[config.mk]
export PLATFORM = sky130hd
export DESIGN_NAME = muldiv_unit
export DESIGN_NICKNAME = d
export VERILOG_FILES = /design/src/rtl/muldiv_unit.sv
export SDC_FILE = /design/constraint.sdc
export NUM_CORES = 1
export LEC_CHECK = 0
export ABC_AREA = 1
export BUFFER_PORTS_ARGS = -buffer_cell sky130_fd_sc_hd__clkbuf_2
export CAP_MARGIN = 10
export CORE_ASPECT_RATIO = 1.25
export CORE_MARGIN = 2
export CORE_UTILIZATION = 40
export DETAILED_ROUTE_END_ITERATION = 8
export HOLD_SLACK_MARGIN = 0.12
export PLACE_DENSITY_LB_ADDON = 0.1
export SYNTH_ARGS = -nofsm -noshare
export SYNTH_HDL_FRONTEND = slang
export SYNTH_SLANG_ARGS = --single-unit
[constraint.sdc]
create_clock -name clk -period 2.6 [get_ports clk]
set_input_delay 0.52 -clock clk [delete_from_list [all_inputs] [get_ports clk]]
set_output_delay 0.52 -clock clk [all_outputs]
set_load 0.02 [all_outputs]
[src/rtl/muldiv_unit.sv]
// muldiv_unit: iterative 32x32 multiply / 32/32 divide with HI/LO registers.
// MULTU/MULT use shift-add, DIVU/DIV use restoring division, one bit per cycle.
// Latency is 33 cycles from the start edge to HI/LO visible.
// Optional feature macro: MULDIV_SIGNED_EN
//   defined     : op[0]=1 selects signed MULT/DIV with magnitude conversion
//                 and sign correction of the results.
//   not defined : op[0] is ignored and every operation is unsigned.
//
// state  | meaning
// -------+-------------------------------------------------------------
// S_IDLE | waiting for start; MTHI/MTLO writes accepted
// S_CALC | 32 iterations, one multiplier/quotient bit per cycle
// S_DONE | sign correction, HI/LO and dz written, done pulses next cycle

module muldiv_unit (
    input  logic        clk,
    input  logic        reset,
    input  logic        start,
    input  logic [1:0]  op,
    input  logic [31:0] a,
    input  logic [31:0] b,
    input  logic        hi_we,
    input  logic        lo_we,
    input  logic [31:0] wdata,
    output logic        busy,
    output logic        done,
    output logic        dz,
    output logic [31:0] hi,
    output logic [31:0] lo
);

    localparam logic [1:0] S_IDLE = 2'd0;
    localparam logic [1:0] S_CALC = 2'd1;
    localparam logic [1:0] S_DONE = 2'd2;

    logic [1:0]  state;
    logic [4:0]  cnt;
    logic [63:0] acc;      // multiply: {partial product, multiplier}; divide: {remainder, quotient}
    logic [31:0] opnd;     // multiplicand or divisor magnitude
    logic        is_div;

    logic [31:0] mag_a;
    logic [31:0] mag_b;

    // Per-iteration datapath terms.
    logic [32:0] mul_sum;
    logic [32:0] div_shift;
    logic [33:0] div_diff;

    // Results after optional sign correction.
    logic [63:0] prod_fix;
    logic [31:0] quot_fix;
    logic [31:0] rem_fix;
    logic        div_zero;

`ifdef MULDIV_SIGNED_EN
    logic signed_op;
    logic neg_a_in;
    logic neg_b_in;
    logic neg_q;           // negate product or quotient
    logic neg_r;           // negate remainder (follows dividend sign)

    assign signed_op = op[0];
    assign neg_a_in  = signed_op & a[31];
    assign neg_b_in  = signed_op & b[31];
    assign mag_a     = neg_a_in ? (~a + 32'd1) : a;
    assign mag_b     = neg_b_in ? (~b + 32'd1) : b;

    // Result signs are captured together with the operands.
    always_ff @(posedge clk or negedge reset) begin
        if (!reset) begin
            neg_q <= 1'b0;
            neg_r <= 1'b0;
        end else if (state == S_IDLE && start) begin
            neg_q <= neg_a_in ^ neg_b_in;
            neg_r <= neg_a_in;
        end
    end

    assign prod_fix = neg_q ? (~acc + 64'd1) : acc;
    assign quot_fix = neg_q ? (~acc[31:0] + 32'd1) : acc[31:0];
    assign rem_fix  = neg_r ? (~acc[63:32] + 32'd1) : acc[63:32];
`else
    logic unused_op0;

    assign unused_op0 = op[0];
    assign mag_a      = a;
    assign mag_b      = b;
    assign prod_fix   = acc;
    assign quot_fix   = acc[31:0];
    assign rem_fix    = acc[63:32];
`endif

    assign mul_sum   = {1'b0, acc[63:32]} + (acc[0] ? {1'b0, opnd} : 33'd0);
    assign div_shift = {acc[63:32], acc[31]};
    assign div_diff  = {1'b0, div_shift} - {2'b00, opnd};
    assign div_zero  = (opnd == 32'd0);

    assign busy = (state != S_IDLE);

    // Sequencer: IDLE -> CALC (32 cycles) -> DONE -> IDLE.
    always_ff @(posedge clk or negedge reset) begin
        if (!reset) begin
            state <= S_IDLE;
            cnt   <= 5'd0;
        end else begin
            case (state)
                S_IDLE: begin
                    if (start) begin
                        state <= S_CALC;
                        cnt   <= 5'd0;
                    end
                end
                S_CALC: begin
                    cnt <= cnt + 5'd1;
                    if (cnt == 5'd31) begin
                        state <= S_DONE;
                    end
                end
                S_DONE: begin
                    state <= S_IDLE;
                end
                default: begin
                    state <= S_IDLE;
                    cnt   <= 5'd0;
                end
            endcase
        end
    end

    // Operand capture and one shift-add or restoring-divide step per CALC cycle.
    always_ff @(posedge clk or negedge reset) begin
        if (!reset) begin
            acc    <= 64'd0;
            opnd   <= 32'd0;
            is_div <= 1'b0;
        end else if (state == S_IDLE) begin
            if (start) begin
                is_div <= op[1];
                if (op[1]) begin
                    acc  <= {32'd0, mag_a};
                    opnd <= mag_b;
                end else begin
                    acc  <= {32'd0, mag_b};
                    opnd <= mag_a;
                end
            end
        end else if (state == S_CALC) begin
            if (!is_div) begin
                acc <= {mul_sum, acc[31:1]};
            end else if (!div_diff[33]) begin
                acc <= {div_diff[31:0], acc[30:0], 1'b1};
            end else begin
                acc <= {div_shift[31:0], acc[30:0], 1'b0};
            end
        end
    end

    // HI/LO: MTHI/MTLO in IDLE, operation results in DONE; zero divisor leaves them alone.
    always_ff @(posedge clk or negedge reset) begin
        if (!reset) begin
            hi <= 32'd0;
            lo <= 32'd0;
        end else if (state == S_IDLE) begin
            if (hi_we) begin
                hi <= wdata;
            end
            if (lo_we) begin
                lo <= wdata;
            end
        end else if (state == S_DONE) begin
            if (!is_div) begin
                hi <= prod_fix[63:32];
                lo <= prod_fix[31:0];
            end else if (!div_zero) begin
                hi <= rem_fix;
                lo <= quot_fix;
            end
        end
    end

    // done and dz pulse for the single cycle after DONE.
    always_ff @(posedge clk or negedge reset) begin
        if (!reset) begin
            done <= 1'b0;
            dz   <= 1'b0;
        end else begin
            done <= (state == S_DONE);
            dz   <= (state == S_DONE) && is_div && div_zero;
        end
    end

endmodule

Yosys cells after proc, flatten, opt, wreduce, memory -nomap -nowiden. Cells that the tools add are included.

Add/subtract/negate cells: 3. Equal/unequal tests: 8. Muxes and demuxes: 23. Bitwise gates (word level): 1. Reduce and logical (&&, ||, !) cells: 13.

Operators by type and width (number): 32-bit 2-to-1 mux (13); 64-bit 2-to-1 mux (5); 33-bit by 32-bit subtractor with 34-bit output (1); 32-bit by 32-bit adder with 33-bit output (1); 32-bit logical NOT (1); 5-bit case mux with 3 select lines (1); 2-bit != test (second input constant) (4); 2-bit AND reduction (4); 3-bit AND reduction (2); 2-bit nonzero test (3); 5-bit by 1-bit adder with 5-bit output (second input constant) (1); 5-bit == test (second input constant) (1); 5-bit 2-to-1 mux (1); 2-bit 2-to-1 mux (2); 2-bit case mux with 2 select lines (1); 3-bit by 2-bit != test with 1-bit output (second input constant) (1); 2-bit by 1-bit == test with 1-bit output (second input constant) (1); 2-bit == test (second input constant) (1); 1-bit logical AND (2); 2-bit logical NOT (1); 1-bit NOT (1).

Register bits: 170. Input port bits: 103. Output and inout port bits: 67. Word-level logic and storage cells: 57.

Logic depth before layout (Yosys ltp).
Depth after elaboration: 5. Depth in mapped cells: 21. Depth with buffers taken out: 20.

Least setup slack after synthesis. No wires, ideal clock.

Path type: reg-to-reg. Start point: reg acc[0]. End point: reg acc[59]. Library setup time: 0.116 ns. Arrival: 2.177 ns. Data required time: 2.484 ns. Setup slack: 0.307 ns. Stages on the path, launching flop included: 21. Buffers on the path: 1. Period minus slack after synthesis: 2.293 ns. Path through: dfrtp_1 -> clkbuf_1 -> nand2_1 -> inv_1 -> ha_1 -> inv_1 -> fa_1 -> inv_1 -> nand3_1 -> nand3_1 -> nand2_1 -> nand2_1 -> nand2_1 -> nand2_1 -> nand2_1 -> nand3_1 -> nand2_1 -> nor2_1 -> nor2_1 -> nand2_1 -> nand2_1.

Longest elaborated chain between the ends: 5.

Ends and longest elaborated chain: start: declaration (line 38) `logic [63:0] acc;`; start signal: assignment (line 141) `acc <= {32'd0, mag_a};`; start signal: assignment (line 144) `acc <= {32'd0, mag_b};`; start signal: assignment (line 150) `acc <= {mul_sum, acc[31:1]};`; 32-bit 2-to-1 mux (line 94) `assign mul_sum = {1'b0, acc[63:32]} + (acc[0] ? {1'b0, opnd} : 33'd0);`; 32-bit by 32-bit adder with 33-bit output (line 94); 64-bit 2-to-1 mux (line 149) `if (!is_div) begin`; 64-bit 2-to-1 mux (line 148) `end else if (state == S_CALC) begin`; 64-bit 2-to-1 mux (line 137) `end else if (state == S_IDLE) begin`.

Every way passes these cells. The select of a mux whose other input is x is not followed. A chain may end at the register's enable or synchronous reset.

Worst setup path in the final report.
Start point: reg acc[0]. End point: reg acc[58].

The elaborated chain is that of the path after synthesis.

==> reports/qor_table.md <==
| Group | Parameter | This run |
|---|---|---|
| synthesis | Yosys top cell by area | sky130_fd_sc_hd__dfrtp_1 |
| timing | Unrepaired setup endpoints after global routing | yes |
| global routing | Met2 demand-to-capacity share in global routing | 51.0% |
| critical path | Highest fanout seen on the critical path | 15 |
| clock network | Clock slew seen by the registers of the worst setup and hold paths | 0.07 ns |
| timing | Endpoints failing hold | 0 |
| placed design | Placed Area | 0.0157 mm^2 |
| global routing | Number of antenna violations at the first check in global routing | 0 |
| synthesis | Post-synth EDFFs | 0 |
| floorplan | X dimension of the die | 170 um |
| synthesis | Fraction of synthesis flops using an asynchronous set or reset pin | 100% |
| critical path | Reg2reg start | acc[0]$_DFFE_PN0P_ |
| status | Result of the run | finished clean |
| timing | Number of max-slew violations in the final report | 0 |
| drt | Via density per instance | 5.31 |
| global routing | Remaining global-route overflow | 0 |
| clock network | TritonCTS clock tree | done |
| drt | Detailed Routing Iterations Pass 1 | 5 |
| clock network | Clock tree root driver cell | sky130_fd_sc_hd__clkbuf_16 |
| clock network | Clock H-tree levels | 4 |
| min path | Number of cells on the worst hold path | 3 |
| synthesis | Yosys top cell area share | 30.9% |
| synthesis | Number of distinct library cells after synthesis | 43 |
| floorplan | Initial core utilization | 40.8% |
| synthesis | Post-synth top cells | sky130_fd_sc_hd__nand2_1, sky130_fd_sc_hd__inv_1, sky130_fd_sc_hd__dfrtp_1 |
| synthesis | #FFs+latches synth | 170 |
| timing | Tightest Pin Transition | 0.698 ns |
| timing | Hold Slack | 0.324 ns |
| clock network | CTS buffer count | 17 |
| global routing | Most congested layer reported by global routing | met2 |
| clock network | Deepest clock path buffer count | 2 |
| finish | Antenna cells | 0 |
| floorplan | Row count | 75 |
| critical path | Endpoint of the most critical register-to-register path | acc[58]$_DFFE_PN0P_ |
| synthesis | Synthesized netlist net count | 2268 |
| min path | Hold worst-path end | opnd[2]$_DFFE_PN0P_ |
| critical path | Setup CP Type | flip-flop to flip-flop |
| job | Max-capacitance violation count | 0 |
| synthesis | Count of mapped cells out of synthesis | 2097 |
| timing | Period minus WS final | 2.57 ns |
| finish | Area added between synthesis and finish | 22.9% |
| drt | Via count | 14.6k |
| placed design | HPWL reported at the end of detailed placement | 41500 um |
| critical path | Register-to-register setup slack | 0.03 ns |
| timing | Fraction of the cycle the final worst path needs | 98.7% |
| global routing | Maximum number of pins on one net before global-route repair | 144 |
| global routing | Vias in the first global route | 13.9k |
| timing | Remaining max-slew budget at the tightest pin | 53.5% |
| synthesis | Total of warnings raised by yosys | 0 |
| critical path | Kind of start point of the critical path | flip-flop |
| synthesis | Post-Synthesis Mean Instance Area | 6.56 um^2 |
| global routing | Met1 capacity usage during global routing | 34.9% |
| critical path | Data arrival, critical path | 2.91 ns |
| finish | Layout cell share with drive strength beyond 1 | 19.6% |
| drt | DRC violations left | 0 |
| synthesis | Register area share after synthesis | 30.9% |
| synthesis | Most used DFF post-synth | sky130_fd_sc_hd__dfrtp_1 |
| finish | Non-Filler Instances | 2749 |
| placed design | # placed instances | 2711 |
| critical path | Cells on worst reg2reg path | 15 |
| global routing | First-pass GRT wire length | 78100 um |
| drt | Number of DRC markers in iteration 0 | 1090 |
| drt | Wire length reported by the detailed router | 52400 um |
| floorplan | CORE AREA | 0.0337 mm^2 |
| clock network | Clock sinks | 170 |
| timing | Max Clock Skew | 0.0161 ns |
| floorplan | Area of the die | 0.0359 mm^2 |
| global routing | Global-route total usage across every layer | 28.8% |
| finish | Post-Layout Inst Area | 0.0169 mm^2 |
| placed design | Count of input and output buffers | 168 |
| placed design | Weighted congestion reported at the end of routability-driven placement | 0.971 |
| global routing | Met3 layer usage reported by global route | 2.70% |
| floorplan | Height of the die | 211 um |
| synthesis | Top post-synthesis cells by area | sky130_fd_sc_hd__dfrtp_1, sky130_fd_sc_hd__nand2_1, sky130_fd_sc_hd__inv_1, sky130_fd_sc_hd__o211ai_1, sky130_fd_sc_hd__ha_1 |
| min path | Hold path startpoint | b[2] |
| floorplan | Ports placed on the boundary | 170 |
| clock network | Clk Latency, worst-skew pair | 0.45 ns |
| synthesis | Total standard cell area after synthesis | 0.0137 mm^2 |
| drt | Average wire per standard cell | 19.0 um |
| min path | Worst min-delay path category | input port to flip-flop |
| finish | # nets final | 2484 |
| critical path | Category of the worst setup path capture point | flip-flop |
| critical path | Required @ worst endpoint | 2.94 ns |
| timing | Maximum frequency from static timing analysis | 389 MHz |
| synthesis | Most common cell in the synthesized netlist | sky130_fd_sc_hd__nand2_1 |
| timing | Number of failing setup endpoints in the final timing report | 0 |
| drt | Post-route antenna net violation count | 0 |
[stage by stage]
step | setup TNS [ns] | utilization [%] | worst slack (ns)
finish | 0 | 50.2 | 0.0326
global route | -0.460 | 50.2 | -0.0923
CTS | 0 | 48.4 | 0.00559
detailed placement | -0.00122 | 46.6 | -0.00122
global placement | -0.00570 | 46.6 | -0.00570
floorplan | 0 | - | 0.307
[per-layer routing]
metal / part of all wire, % / routed length [um]
met2: 50 / 26300
met3: 3.7 / 1960
met5: 0 / 0
met4: 4.7 / 2450
met1: 41 / 21600
[cell families (layout without fill, tap and decap cells)]
group           Yosys count  after routing  share of synthesized area, %
simple gates            961            961                          29.2
compound gates          441            441                          20.0
buf+inv                 439            668                          12.4
flops                   170            170                          30.9
fa+ha+maj                68             68                          6.30
xor+xnor                 18             18                          1.15
[worst max-delay path by stage]
stage	startpoint	end	slack, ns	depth (start not counted)
2_1_floorplan	acc[0]$_DFFE_PN0P_	acc[59]$_DFFE_PN0P_	0.31	20
3_3_place_gp	acc[0]$_DFFE_PN0P_	acc[59]$_DFFE_PN0P_	-0.006	19
3_5_place_dp	acc[0]$_DFFE_PN0P_	acc[59]$_DFFE_PN0P_	-0.001	19
4_1_cts	acc[0]$_DFFE_PN0P_	acc[50]$_DFFE_PN0P_	0.006	15
5_1_grt	acc[0]$_DFFE_PN0P_	acc[58]$_DFFE_PN0P_	-0.09	15
6_report	acc[0]$_DFFE_PN0P_	acc[58]$_DFFE_PN0P_	0.03	15
[registers in the layout, indices dropped and copies added, names as in the netlist]
signal / cells
cnt: 5
state: 2
opnd: 32
lo: 32
done: 1
is_div: 1
dz: 1
hi: 32
acc: 64
[worst max-delay path, stage by stage (launching register included)]
cell and delay, ns:
sky130_fd_sc_hd__dfrtp_2 0.49, sky130_fd_sc_hd__clkbuf_16 0.22, sky130_fd_sc_hd__nand2_1 0.07, sky130_fd_sc_hd__inv_1 0.04, sky130_fd_sc_hd__ha_2 0.37, sky130_fd_sc_hd__nand2_1 0.12, sky130_fd_sc_hd__nor2_1 0.17, sky130_fd_sc_hd__nand2_1 0.13
sky130_fd_sc_hd__nor4_1 0.20, sky130_fd_sc_hd__nand2_1 0.18, sky130_fd_sc_hd__nand3_1 0.12, sky130_fd_sc_hd__nand2_1 0.05, sky130_fd_sc_hd__nor2_1 0.13, sky130_fd_sc_hd__nor2_1 0.06, sky130_fd_sc_hd__nand2_1 0.06, sky130_fd_sc_hd__nand2_1 0.04
[placed cells by master (no fill, tap or decap), types with 30 or more instances in the layout]
cell and n:
sky130_fd_sc_hd__o21ai_0 93, sky130_fd_sc_hd__o211ai_1 111, sky130_fd_sc_hd__nand4_1 34, sky130_fd_sc_hd__nand3_1 143, sky130_fd_sc_hd__o21a_1 65, sky130_fd_sc_hd__inv_1 334, sky130_fd_sc_hd__a21oi_1 90, sky130_fd_sc_hd__nor2_1 121
sky130_fd_sc_hd__ha_1 38, sky130_fd_sc_hd__a31oi_1 30, sky130_fd_sc_hd__buf_4 101, sky130_fd_sc_hd__dfrtp_1 168, sky130_fd_sc_hd__nand2_1 562, sky130_fd_sc_hd__clkbuf_2 167
[final cells by class]
class	count	area, um^2
clock buffers	18	429
clock inverters	14	156
fillers	3491	16800
inverters	354	1330
multi-input cells	1488	8360
flip-flops and latches	170	4260
well taps	423	529
repair buffers	282	1840
[what timing repair did]
action                                  in CTS  in global routing
cloned                                       0                  1
endpoints found under the hold margin       45                  0
endpoints found under the setup margin       6                 25
gates resized for setup                      3                137
buffers inserted                             0                  4
hold buffers                                 1                  0
pin swaps                                    0                 20
Power is not shown: default switching activity piles up to over one toggle a cycle in this logic, so the estimate is an artifact.
